$ cat src/rtl/mastermind_pkg.sv
// Shared constants for the Mastermind round tracker: game geometry, the
// external state_out encoding and the internal FSM encoding (adds CHECK).
package mastermind_pkg;

    localparam int NUM_PEGS    = 4;
    localparam int PEG_W       = 3;
    localparam int MAX_GUESSES = 8;
    localparam int CNT_W       = 4;

    localparam logic [1:0] OUT_IDLE    = 2'd0;
    localparam logic [1:0] OUT_PLAYING = 2'd1;
    localparam logic [1:0] OUT_WON     = 2'd2;
    localparam logic [1:0] OUT_LOST    = 2'd3;

    // Low two bits of the visible states match the external encoding.
    localparam logic [2:0] ST_IDLE    = 3'd0;
    localparam logic [2:0] ST_PLAYING = 3'd1;
    localparam logic [2:0] ST_WON     = 3'd2;
    localparam logic [2:0] ST_LOST    = 3'd3;
    localparam logic [2:0] ST_CHECK   = 3'd4;

    function automatic logic [1:0] state_to_out(input logic [2:0] st);
        if (st == ST_CHECK) begin
            return OUT_PLAYING;
        end
        return st[1:0];
    endfunction

endpackage

$ cat src/rtl/score_history_mem.sv
// Per-game score history: MAX_GUESSES entries of {valid, red, white}, one
// write port, synchronous clear-all, one combinational read port (pre-edge data).
module score_history_mem
    import mastermind_pkg::*;
(
    input  logic             clk,
    input  logic             reset,
    input  logic             clr,
    input  logic             wr_en,
    input  logic [CNT_W-1:0] wr_idx,
    input  logic [PEG_W-1:0] wr_red,
    input  logic [PEG_W-1:0] wr_white,
    input  logic [CNT_W-1:0] rd_idx,
    output logic             rd_valid,
    output logic [PEG_W-1:0] rd_red,
    output logic [PEG_W-1:0] rd_white
);

    logic [MAX_GUESSES-1:0] valid_q, valid_d;
    logic [PEG_W-1:0]       red_q   [MAX_GUESSES];
    logic [PEG_W-1:0]       red_d   [MAX_GUESSES];
    logic [PEG_W-1:0]       white_q [MAX_GUESSES];
    logic [PEG_W-1:0]       white_d [MAX_GUESSES];

    always_comb begin
        valid_d = valid_q;
        red_d   = red_q;
        white_d = white_q;
        if (clr) begin
            valid_d = '0;
            for (int i = 0; i < MAX_GUESSES; i++) begin
                red_d[i]   = '0;
                white_d[i] = '0;
            end
        end else if (wr_en) begin
            for (int i = 0; i < MAX_GUESSES; i++) begin
                if (wr_idx == CNT_W'(i)) begin
                    valid_d[i] = 1'b1;
                    red_d[i]   = wr_red;
                    white_d[i] = wr_white;
                end
            end
        end
    end

    // Out-of-range indices match no entry and read back as invalid zeros.
    always_comb begin
        rd_valid = 1'b0;
        rd_red   = '0;
        rd_white = '0;
        for (int i = 0; i < MAX_GUESSES; i++) begin
            if (rd_idx == CNT_W'(i)) begin
                rd_valid = valid_q[i];
                rd_red   = red_q[i];
                rd_white = white_q[i];
            end
        end
    end

    always_ff @(posedge clk) begin
        if (reset) begin
            valid_q <= '0;
            for (int i = 0; i < MAX_GUESSES; i++) begin
                red_q[i]   <= '0;
                white_q[i] <= '0;
            end
        end else begin
            valid_q <= valid_d;
            for (int i = 0; i < MAX_GUESSES; i++) begin
                red_q[i]   <= red_d[i];
                white_q[i] <= white_d[i];
            end
        end
    end

endmodule

$ cat src/rtl/mastermind_round_tracker.sv
// Round tracker: counts scored guesses, records history, decides win/loss.
// Verdict appears one cycle after the accepted score (CHECK state); win/lose pulses align with it.
module mastermind_round_tracker
    import mastermind_pkg::*;
(
    input  logic             clk,
    input  logic             reset,
    input  logic             new_game,
    input  logic             result_valid,
    input  logic [PEG_W-1:0] red_in,
    input  logic [PEG_W-1:0] white_in,
    input  logic [CNT_W-1:0] hist_sel,
    output logic [1:0]       state_out,
    output logic [CNT_W-1:0] guess_count,
    output logic [PEG_W-1:0] disp_red,
    output logic [PEG_W-1:0] disp_white,
    output logic [PEG_W-1:0] hist_red,
    output logic [PEG_W-1:0] hist_white,
    output logic             hist_valid,
    output logic             win_pulse,
    output logic             lose_pulse,
    output logic             bad_score,
    output logic             overrun
);

    localparam logic [PEG_W:0]   PEGS_SUM = (PEG_W+1)'(NUM_PEGS);
    localparam logic [PEG_W-1:0] PEGS_CNT = PEG_W'(NUM_PEGS);
    localparam logic [CNT_W-1:0] MAX_CNT  = CNT_W'(MAX_GUESSES);

    logic [2:0]       state_q, state_d;
    logic [1:0]       state_out_q, state_out_d;
    logic [CNT_W-1:0] guess_count_q, guess_count_d;
    logic [PEG_W-1:0] disp_red_q, disp_red_d;
    logic [PEG_W-1:0] disp_white_q, disp_white_d;
    logic             win_pulse_q, win_pulse_d;
    logic             lose_pulse_q, lose_pulse_d;
    logic             bad_score_q, bad_score_d;
    logic             overrun_q, overrun_d;

    logic             hist_clr;
    logic             hist_wr;
    logic [PEG_W:0]   peg_sum;
    logic             score_bad;
    logic             rd_valid;
    logic [PEG_W-1:0] rd_red, rd_white;
    logic             sel_in_range;

    // One extra bit so e.g. 4+4 cannot wrap back into the legal range.
    assign peg_sum   = {1'b0, red_in} + {1'b0, white_in};
    assign score_bad = (peg_sum > PEGS_SUM) || ({1'b0, red_in} > PEGS_SUM);

    always_comb begin
        state_d       = state_q;
        guess_count_d = guess_count_q;
        disp_red_d    = disp_red_q;
        disp_white_d  = disp_white_q;
        win_pulse_d   = 1'b0;
        lose_pulse_d  = 1'b0;
        bad_score_d   = bad_score_q;
        overrun_d     = overrun_q;
        hist_clr      = 1'b0;
        hist_wr       = 1'b0;

        if (new_game) begin
            state_d       = ST_PLAYING;
            guess_count_d = '0;
            disp_red_d    = '0;
            disp_white_d  = '0;
            bad_score_d   = 1'b0;
            overrun_d     = 1'b0;
            hist_clr      = 1'b1;
        end else begin
            case (state_q)
                ST_PLAYING: begin
                    if (result_valid) begin
                        if (score_bad) begin
                            bad_score_d = 1'b1;
                        end else begin
                            hist_wr       = 1'b1;
                            disp_red_d    = red_in;
                            disp_white_d  = white_in;
                            guess_count_d = guess_count_q + CNT_W'(1);
                            state_d       = ST_CHECK;
                        end
                    end
                end
                ST_CHECK: begin
                    overrun_d = overrun_q | result_valid;
                    // Win is tested first so a winning final guess is not a loss.
                    if (disp_red_q == PEGS_CNT) begin
                        state_d     = ST_WON;
                        win_pulse_d = 1'b1;
                    end else if (guess_count_q == MAX_CNT) begin
                        state_d      = ST_LOST;
                        lose_pulse_d = 1'b1;
                    end else begin
                        state_d = ST_PLAYING;
                    end
                end
                default: begin
                    overrun_d = overrun_q | result_valid;
                end
            endcase
        end

        state_out_d = state_to_out(state_d);
    end

    always_ff @(posedge clk) begin
        if (reset) begin
            state_q       <= ST_IDLE;
            state_out_q   <= OUT_IDLE;
            guess_count_q <= '0;
            disp_red_q    <= '0;
            disp_white_q  <= '0;
            win_pulse_q   <= 1'b0;
            lose_pulse_q  <= 1'b0;
            bad_score_q   <= 1'b0;
            overrun_q     <= 1'b0;
        end else begin
            state_q       <= state_d;
            state_out_q   <= state_out_d;
            guess_count_q <= guess_count_d;
            disp_red_q    <= disp_red_d;
            disp_white_q  <= disp_white_d;
            win_pulse_q   <= win_pulse_d;
            lose_pulse_q  <= lose_pulse_d;
            bad_score_q   <= bad_score_d;
            overrun_q     <= overrun_d;
        end
    end

    score_history_mem u_hist (
        .clk      (clk),
        .reset    (reset),
        .clr      (hist_clr),
        .wr_en    (hist_wr),
        .wr_idx   (guess_count_q),
        .wr_red   (red_in),
        .wr_white (white_in),
        .rd_idx   (hist_sel),
        .rd_valid (rd_valid),
        .rd_red   (rd_red),
        .rd_white (rd_white)
    );

    assign sel_in_range = (hist_sel < guess_count_q) && (hist_sel < MAX_CNT);

    assign hist_valid  = sel_in_range & rd_valid;
    assign hist_red    = sel_in_range ? rd_red   : '0;
    assign hist_white  = sel_in_range ? rd_white : '0;

    assign state_out   = state_out_q;
    assign guess_count = guess_count_q;
    assign disp_red    = disp_red_q;
    assign disp_white  = disp_white_q;
    assign win_pulse   = win_pulse_q;
    assign lose_pulse  = lose_pulse_q;
    assign bad_score   = bad_score_q;
    assign overrun     = overrun_q;

endmodule

$ cat config.mk
export PLATFORM = sky130hd
export DESIGN_NAME = mastermind_round_tracker
export DESIGN_NICKNAME = d
export VERILOG_FILES = /design/src/rtl/mastermind_pkg.sv /design/src/rtl/score_history_mem.sv /design/src/rtl/mastermind_round_tracker.sv
export SDC_FILE = /design/constraint.sdc
export NUM_CORES = 1
export LEC_CHECK = 0
export CAP_MARGIN = 30
export CORE_UTILIZATION = 41
export CTS_CLUSTER_SIZE = 20
export DETAILED_ROUTE_END_ITERATION = 8
export GPL_ROUTABILITY_DRIVEN = 0
export SYNTH_ARGS = -nofsm -noshare
export SYNTH_HDL_FRONTEND = slang
export SYNTH_SLANG_ARGS = --single-unit
$ cat constraint.sdc
create_clock -name clk -period 3.48 [get_ports clk]
set_input_delay 0.522 -clock clk [delete_from_list [all_inputs] [get_ports clk]]
set_output_delay 0.522 -clock clk [all_outputs]
set_load 0.1 [all_outputs]
# Word level (Yosys, flattened, before mapping)
# Index checks and enable logic that the tools add are counted.
# W data, S select, Z words.
[totals]
regBits = 75
in_bits = 14
out_inout_bits = 23
wordCells = 122
[op_classes]
addsub = 2
magnitude_cmp = 4
eq_ne = 19
muxes = 42
bitwise_logic = 4
reduce_logical = 18
[ops]
columns = ["operator", "count"]
rows = [
  ["$mux W3", 21],
  ["$eq A4 B3 Y1 const B", 8],
  ["$eq A4 B2 Y1 const B", 4],
  ["$mux W1", 16],
  ["$reduce_and A2 Y1", 8],
  ["$eq A3 B3 Y1 const B", 3],
  ["$eq A4 B1 Y1 const B", 2],
  ["$logic_not A4 Y1", 2],
  ["$mux W2", 4],
  ["$pmux W3 S2", 1],
  ["$reduce_and A3 Y1", 2],
  ["$add A3 B3 Y4", 1],
  ["$add A4 B1 Y4 const B", 1],
  ["$eq A4 B4 Y1 const B", 1],
  ["$gt A4 B3 Y1 const B", 1],
  ["$lt A4 B4 Y1", 1],
  ["$lt A4 B4 Y1 const B", 1],
  ["$reduce_or A2 Y1", 2],
  ["$reduce_or A4 Y1", 1],
  ["$eq A3 B1 Y1 const B", 1],
  ["$gt A3 B3 Y1 const B", 1],
  ["$reduce_or A3 Y1", 1],
  ["$not A1 Y1", 2],
  ["$and A1 B1 Y1", 1],
  ["3 further kinds", 3],
]

# Depth between registers and ports, before layout
# Gate-level depths: netlist (run 1).
[logic_depth]
word_depth = 10
ltp_mapped = 7
ltp_nobuf = 6

# Cells and area by module
# Synthesis (run 1) repeated with hierarchy kept, for this count alone.
[hier_totals]
hier_cells = 434
hier_area_um2 = 3666.0
[modules_own_cells]
columns = ["mod", "n_inst", "cells_per_inst", "area_per_inst_um2", "seq_area_each_um2"]
rows = [
  ["score_history_mem", 1, 317, 2641.3, 1121.1],
  ["mastermind_round_tracker", 1, 117, 1024.7, 380.4],
]

# Worst setup path before layout (run 1)
# Ideal clock, no wire load.
[synth_path]
kind = "reg-to-output"
from = "register guess_count_q[1], in the netlist guess_count[1]"
to = "output port hist_red[0]"
arrival_ns = 4.171
t_required_ns = 2.958
path_slack_ns = -1.213
path_stages_with_launch = 6
path_buffers = 0
path_cell_list = "dfxtp_1 -> inv_1 -> ha_1 -> a21o_1 -> a21o_1 -> a211oi_1"
[synth_between]
elab_chain_cells = 3
[synth_rtl]
columns = ["element", "line", "source"]
rows = [
  ["start: declaration", "mastermind_round_tracker.sv:32", "logic [CNT_W-1:0] guess_count_q, guess_count_d;"],
  ["start signal: assignment", "mastermind_round_tracker.sv:123", "guess_count_q <= guess_count_d;"],
  ["$lt A4 B4 Y1", "mastermind_round_tracker.sv:147", "assign sel_in_range = (hist_sel < guess_count_q) && (hist_sel < MAX_CNT);"],
  ["$logic_and A1 B1 Y1", "mastermind_round_tracker.sv:147", ""],
  ["$mux W3", "mastermind_round_tracker.sv:150", "assign hist_red = sel_in_range ? rd_red : '0;"],
  ["end: declaration", "mastermind_round_tracker.sv:17", "output logic [PEG_W-1:0] hist_red,"],
]
# Every way passes these cells.

# Final worst setup path (run 1)
[layout_path]
from = "input port hist_sel[0]"
to = "output port hist_white[2]"
[layout_between]
elab_chain_cells = 10
word_cells_on_any_way = 20
cone_classes = "2 x order compare; 7 x eq/ne; 9 x mux; 2 x reduce/logical"
[layout_rtl]
columns = ["element", "line", "source"]
rows = [
  ["start: declaration", "mastermind_round_tracker.sv:12", "input logic [CNT_W-1:0] hist_sel,"],
  ["$logic_not A4 Y1", "score_history_mem.sv:52", "if (rd_idx == CNT_W'(i)) begin"],
  ["$mux W3 (8 in a row)", "score_history_mem.sv:52", ""],
  ["$mux W3 *", "mastermind_round_tracker.sv:151", "assign hist_white = sel_in_range ? rd_white : '0;"],
  ["end: declaration", "mastermind_round_tracker.sv:18", "output logic [PEG_W-1:0] hist_white,"],
]
# Every way passes the cells marked *; elsewhere a longest branch is shown, timed or not.

==> results.toml, run 1 <==
[floorplan]
die_area_um2 = 9590
boundaryPins = 37
die_w_um = 97.9
core_um2 = 8810
die_y_um = 97.9
start_util_pct = 42.9
rows = 34

[route]
via_per_inst = 5.95
vias = 3262
antenna_left = 0
first_iter_violations = 193
wl_per_cell_um = 18.9
drt-total-wl_um = 10300
first_pass_iters = 7
drc = 3

[job]
maxCapViolations = 0

[critical_path]
endpoint = "hist_white[2]"
critical_path.slowest_cell = "clkdlybuf4s50_1"
cpPeakStageDelay_ns = 0.45
rr_worst_depth = 4
crit_path_max_fanout = 22
cp.arrival_ns = 2.56
crit_family = "buffers and inverters"
reg2reg_from = "guess_count[2]$_SDFFE_PP0P_"
worst-setup-path-type = "input port to primary output"
path_buf_inv = 3
endpoint_kind = "primary output"
cp_num_cells = 7
rrSetupSlack_ns = 1.41
startpoint_type = "input port"
critical_path.cell_chain = "clkdlybuf4s50_1, buf_4, mux2i_1, mux2_2, a211o_1, a211oi_2, buf_12"
cp.required_ns = 2.96
startpoint = "hist_sel[0]"
worstReg2RegEnd = "u_hist.red_q[8]$_SDFFE_PP0P_"

[pwr]
p_int_mw = 1.43
p_leak_nw = 1.72
pwr-share-clk_pct = 42.8
ir_drop_mv = 0.179
powerDensity_nw_per_um2 = 429
p_switching_mw = 0.541
p_total_mw = 1.97
p_seq_share_pct = 44.1
pwr-share-comb_pct = 13.1
switching_share_pct = 27.5

[sta]
slew_headroom_pct = 35.3
finalSetupViolations = 0
clock.fmax_ghz = 0.325
finClkSkew_ns = 0.00592
rsz0062_at_grt = "false"
layout_setup_ws_ns = 0.403
hold_viol_final = 0
setup-tns-final_ns = 0
worstMarginPinSlew_ns = 0.967
hold_ws_ns = 0.457
period_share_pct = 88.4
fin_crit_ns = 3.08
drv_slew = 0

[synthesis]
ys.flop_type = "dfxtp_1"
synthTopCellsByArea = "dfxtp_1 (40%), mux2i_1 (10%), mux4_2 (4.8%), a21oi_1 (4.6%), nand2_1 (4.5%)"
ys_types = 53
yosysSeqAreaShare_pct = 39.8
syn_area_um2 = 3770
synth_area_leader_cell = "dfxtp_1"
synthArstFlopShare_pct = 0
synth-seq-cells = 75
synth.avg_cell_area_um2 = 9.32
synthCells = 405
synth_edf_count = 0
synth_warnings = 0
yosysTopAreaCellShare_pct = 39.8
syn-num-nets = 430

[clock_tree]
clk_pin_slew_ns = 0.08
clk_latency_ns = 0.35
cts_buffers = 9
hold_buffers = 0
cts_setup_buffers = 0
htreeDepth = 3
cts_resized = 0
clock-sinks = 75
clockBufferDepth = 2
cts_root_buf = "clkbuf_8"
cts_tree = "done"

[place]
dp.cells = 532
dpl_worst_slack_ns = 0.305
numPortBuffers = 36
detailed_place_hpwl_um = 7320
placed_area_um2 = 4340

[layout]
area_growth_pct = 21.6
final_cell_mix = "dfxtp_1 (75), nand2_1 (45), mux2i_1 (38)"
final_util_pct = 52.1
n_antenna_cell = 0
final_area_um2 = 4590
drive_above_1_share_pct = 15.9
nets = 460
final_cells = 548
final_common_cell = "dfxtp_1"

[global_route]
antenna_found_initial = 0
gr-total-overflow = 0
grt_pass1_vias = 3115
grt_pass1_wl_um = 17000
grt_max_degree = 38
grt_use_total_pct = 22.6

[hold_path]
min_path_type = "flop to flop"

[status]
status = "complete, but fails checks"
violations = "design-rule violations"
worst reg2reg max path: stages (launching register included):
cell	delay [ns]
dfxtp_1	0.56
nor2b_1	0.48
o2111ai_1	0.47
o21ai_0	0.33
a21oi_1	0.09
worst min-delay path by stage:
stage          slack, ns  depth (start not counted)                            start                         endpoint
2_1_floorplan       0.42                          2   u_hist.valid_q[3]$_SDFFE_PP0P_   u_hist.valid_q[3]$_SDFFE_PP0P_
3_3_place_gp        0.44                          2   u_hist.valid_q[7]$_SDFFE_PP0P_   u_hist.valid_q[7]$_SDFFE_PP0P_
3_5_place_dp        0.44                          2   u_hist.valid_q[7]$_SDFFE_PP0P_   u_hist.valid_q[7]$_SDFFE_PP0P_
4_1_cts             0.45                          2   u_hist.valid_q[3]$_SDFFE_PP0P_   u_hist.valid_q[3]$_SDFFE_PP0P_
5_1_grt             0.48                          2  u_hist.white_q[14]$_SDFFE_PP0P_  u_hist.white_q[14]$_SDFFE_PP0P_
6_report            0.46                          2   u_hist.valid_q[3]$_SDFFE_PP0P_   u_hist.valid_q[3]$_SDFFE_PP0P_
sequential cells by signal (all words and copies together), names as in the netlist, 2 cells and up:
name / cells
u_hist.red_q: 24
u_hist.white_q: 24
u_hist.valid_q: 8
guess_count: 4
disp_red: 3
disp_white: 3
state_q: 3
state_out: 2
power by group through the flow:
stage | clock network [mW] | logic, mW | registers, mW
floorplan | 0 | 0.152 | 0.911
global placement | 0 | 0.254 | 0.887
detailed placement | 0 | 0.257 | 0.887
CTS | 0.847 | 0.258 | 0.867
global route | 0.892 | 0.274 | 0.868
finish | 0.842 | 0.258 | 0.867
synthesized netlist by cell type, types with 2 or more instances:
cell type	instances
dfxtp_1	75
nand2_1	45
mux2i_1	38
a21oi_1	35
nand3_1	26
o21ai_0	25
nor2_1	23
clkbuf_1	18
ha_1	10
inv_1	8
mux4_2	8
a211oi_1	7
buf_2	7
a211o_1	6
mux2_2	6
o21bai_1	6
nor4b_1	4
o211ai_1	4
a21o_1	3
nand2b_1	3
nor2b_1	3
o21a_1	3
nand3b_1	2
nand4_1	2
nand4_2	2
nor2_2	2
nor4_1	2
o2111a_1	2
o2111ai_1	2
o211a_1	2
o311ai_0	2
o41ai_1	2
or2_2	2
cells by family (layout without fill, tap and decap cells):
| group | Yosys count | in the layout | share of synthesized area [%] |
|---|---|---|---|
| and+or+nand+nor | 125 | 125 | 16.8 |
| AOI/OAI and AO/OA | 105 | 105 | 18.4 |
| DFF | 75 | 75 | 39.8 |
| muxes | 52 | 52 | 16.6 |
| buffers and inverters | 36 | 71 | 4.14 |
| adders and majority gates | 11 | 11 | 3.85 |
| xor gates and xnor gates | 1 | 1 | 0.431 |
layout make-up:
class	instances	area, um^2
fillers	797	4220
multi-input cells	294	2160
repair buffers	47	513
clock inverters	7	125
well taps	108	135
inverters	8	30.0
flip-flops and latches	75	1500
clock buffers	9	124
per-layer routing:
| layer | up-vias | track usage, % | wire length (um) |
|---|---|---|---|
| met3 | 10 | 3.36 | 708 |
| li1 | 1537 | - | - |
| met4 | 0 | 6.53 | 111 |
| met1 | 1588 | 33.4 | 4840 |
| met5 | - | 0 | 0 |
| met2 | 127 | 34.1 | 4680 |
(Power assumes the default switching activity.)
==> run 2, diff against run 1 <==
--- a/config.mk
+++ b/config.mk
@@ -10,6 +10,8 @@
 export CTS_CLUSTER_SIZE = 20
 export DETAILED_ROUTE_END_ITERATION = 8
 export GPL_ROUTABILITY_DRIVEN = 0
+export SETUP_SLACK_MARGIN = 0.02
 export SYNTH_ARGS = -nofsm -noshare
 export SYNTH_HDL_FRONTEND = slang
+export SYNTH_HIERARCHICAL = 1
 export SYNTH_SLANG_ARGS = --single-unit
==> run 2 against run 1 <==
Against the previous run: critical path depth unchanged; the flow now finishes without violations; critical endpoint is now hist_red[1]; area after synthesis is 2.9% lower; final cell count increased by 7.3%.
==> results.toml, run 2 <==
[synthesis]
yosysMostFrequentCell = "nor2_1"
synth_warnings = 6
synth.avg_cell_area_um2 = 8.45
synth_area_leader_cell = "dfxtp_1"
synthAdderAreaFrac_pct = 3.28
ys_top_cells_by_count = "nor2_1 (89), dfxtp_1 (75), mux2i_1 (55)"
synthCells = 434
ys.flop_type = "dfxtp_1"
syn-num-nets = 457
yosysTopAreaCellShare_pct = 41.0
yosysSeqAreaShare_pct = 41.0
synth_edf_count = 0
syn_area_um2 = 3670
synth_top_family_by_area = "simple AND/OR/NAND/NOR gates"
synthArstFlopShare_pct = 0
synth_simple_gate_area_share_pct = 22.3
synth-seq-cells = 75
ys_types = 47
synth_xor_area_share_pct = 0.956
synth.area.mux_share_pct = 15.3
synthTopCellsByArea = "dfxtp_1 (41%), mux2i_1 (15%), nor2_1 (9.1%), a21oi_1 (3.3%), o21ai_0 (3.0%)"
synth_compound_area_share_pct = 11.7

[sta]
finClkSkew_ns = 0.0104
rsz0062_at_grt = "false"
hold_ws_ns = 0.450
drv_slew = 0
fin_crit_ns = 3.23
slew_headroom_pct = 33.9
clock.fmax_ghz = 0.310
finalSetupViolations = 0
period_share_pct = 92.8
worstMarginPinSlew_ns = 0.989
hold_viol_final = 0

[critical_path]
endpoint_kind = "primary output"
reg2reg_from = "state_q[0]$_SDFF_PP0_"
rr_worst_depth = 8
startpoint = "hist_sel[3]"
crit_path_max_fanout = 13
startpoint_type = "input port"
worst-setup-path-type = "input port to primary output"
cp.required_ns = 2.96
cp.arrival_ns = 2.71

[place]
detailed_place_hpwl_um = 6220
numPortBuffers = 36

[floorplan]
die_w_um = 96.6
die_area_um2 = 9320
core_um2 = 8680
start_util_pct = 42.2
boundaryPins = 37
rows = 34
die_y_um = 96.6

[global_route]
grt_use_total_pct = 21.0
gr-total-overflow = 0
antenna_found_initial = 0
grt_pass1_wl_um = 14700
grt_pass1_vias = 2899
grt_max_degree = 31

[route]
first_pass_iters = 4
vias = 3069
first_iter_violations = 135
wl_per_cell_um = 15.1
antenna_left = 0
via_per_inst = 5.22
drt-total-wl_um = 8890
drc = 0

[clock_tree]
cts_resized = 0
htreeDepth = 3
clk_latency_ns = 0.35
clockBufferDepth = 2
cts_buffers = 9
clk_pin_slew_ns = 0.07
clock-sinks = 75
cts_setup_buffers = 0
cts_tree = "done"
cts_root_buf = "clkbuf_8"
hold_buffers = 0

[hold_path]
min_path_type = "flop to flop"
hold_start = "u_hist/valid_q[0]$_SDFFE_PP0P_"
worstHoldPathCells = 2

[layout]
final.fill_count = 829
nets = 500
multi_input_area_um2 = 1960
reg_top3 = "u_hist/red_q (24), u_hist/white_q (24), u_hist/valid_q (8)"
area_growth_pct = 22.9
drive_above_1_share_pct = 12.3
n_antenna_cell = 0
seqCellArea_um2 = 1500
final_util_pct = 51.9
final_common_cell = "nor2_1"
final_cell_mix = "nor2_1 (89), dfxtp_1 (74), mux2i_1 (55)"

[pwr]
p_leak_nw = 1.73
powerDensity_nw_per_um2 = 380
ir_drop_mv = 0.219

[status]
status = "completed"

[job]
maxCapViolations = 0
==> run 2: changes by cell type after synthesis, sizes merged, moves of 8 or more <==
cell	delta
mux2i	+17
nand3	-24
mux4	-8
inv	+10
a21oi	-11
nand2	-17
nor2	+66
==> run 2: per-stage QoR <==
step	worst slack, ns	instance area [um^2]	power [mW]	instances	TNS [ns]
after detailed placement	-0.115	4320	1.09	574	-0.674
after CTS	0.275	4510	1.73	588	0
after global placement	-0.0328	4320	1.09	574	-0.176
final	0.252	4510	1.71	588	0
after global routing	0.0254	4510	1.79	588	0
after floorplan	0.108	3670	1.02	434	0
==> run 2: report_power, final <==
group          internal (mW)  switching, mW  total (mW)
Combinational         0.0768          0.124       0.201
Clock                  0.341          0.302       0.643
Sequential             0.863        0.00427       0.867
==> run 2: cells by family after synthesis <==
group,Yosys count
buffers and inverters,49
AND/OR/NAND/NOR,169
adder cells (fa/ha/maj),9
multiplexers,56
AO/OA/AOI/OAI,72
XOR/XNOR,4
flip-flops,75
==> run 2: cell type report <==
| cell class | count | share of cell area (%) |
|---|---|---|
| Sequential cell | 75 | 33.4 |
| Tap cell | 108 | 3.00 |
| Multi-Input combinational cell | 310 | 43.6 |
| Timing Repair Buffer | 63 | 14.6 |
| Clock buffer | 11 | 3.14 |
| Inverter | 18 | 1.50 |
| Clock inverter | 3 | 0.889 |
==> run 2: per-layer routing <==
metal | global-route usage [%] | routed length (um) | up-vias
li1 | - | - | 1563
met1 | 29.0 | 4450 | 1450
met2 | 32.9 | 4040 | 47
met3 | 3.05 | 270 | 9
met4 | 8.09 | 130 | 0
met5 | 0 | 0 | -
==> run 2: critical path, cell delays in order <==
cell             delay (ns)
clkdlybuf4s50_1        0.62
or4b_1                 0.65
o21ai_0                0.19
a31oi_1                0.11
o221ai_1               0.22
and2_1                 0.21
buf_12                 0.18
==> run 2: final timing paths <==
path                                          to  slack (ns)
setup / recovery                     hist_red[1]        0.25
setup reg to reg   u_hist/red_q[21]$_SDFFE_PP0P_        0.78
hold reg to reg   u_hist/valid_q[0]$_SDFFE_PP0P_        0.45
hold / removal    u_hist/valid_q[0]$_SDFFE_PP0P_        0.45
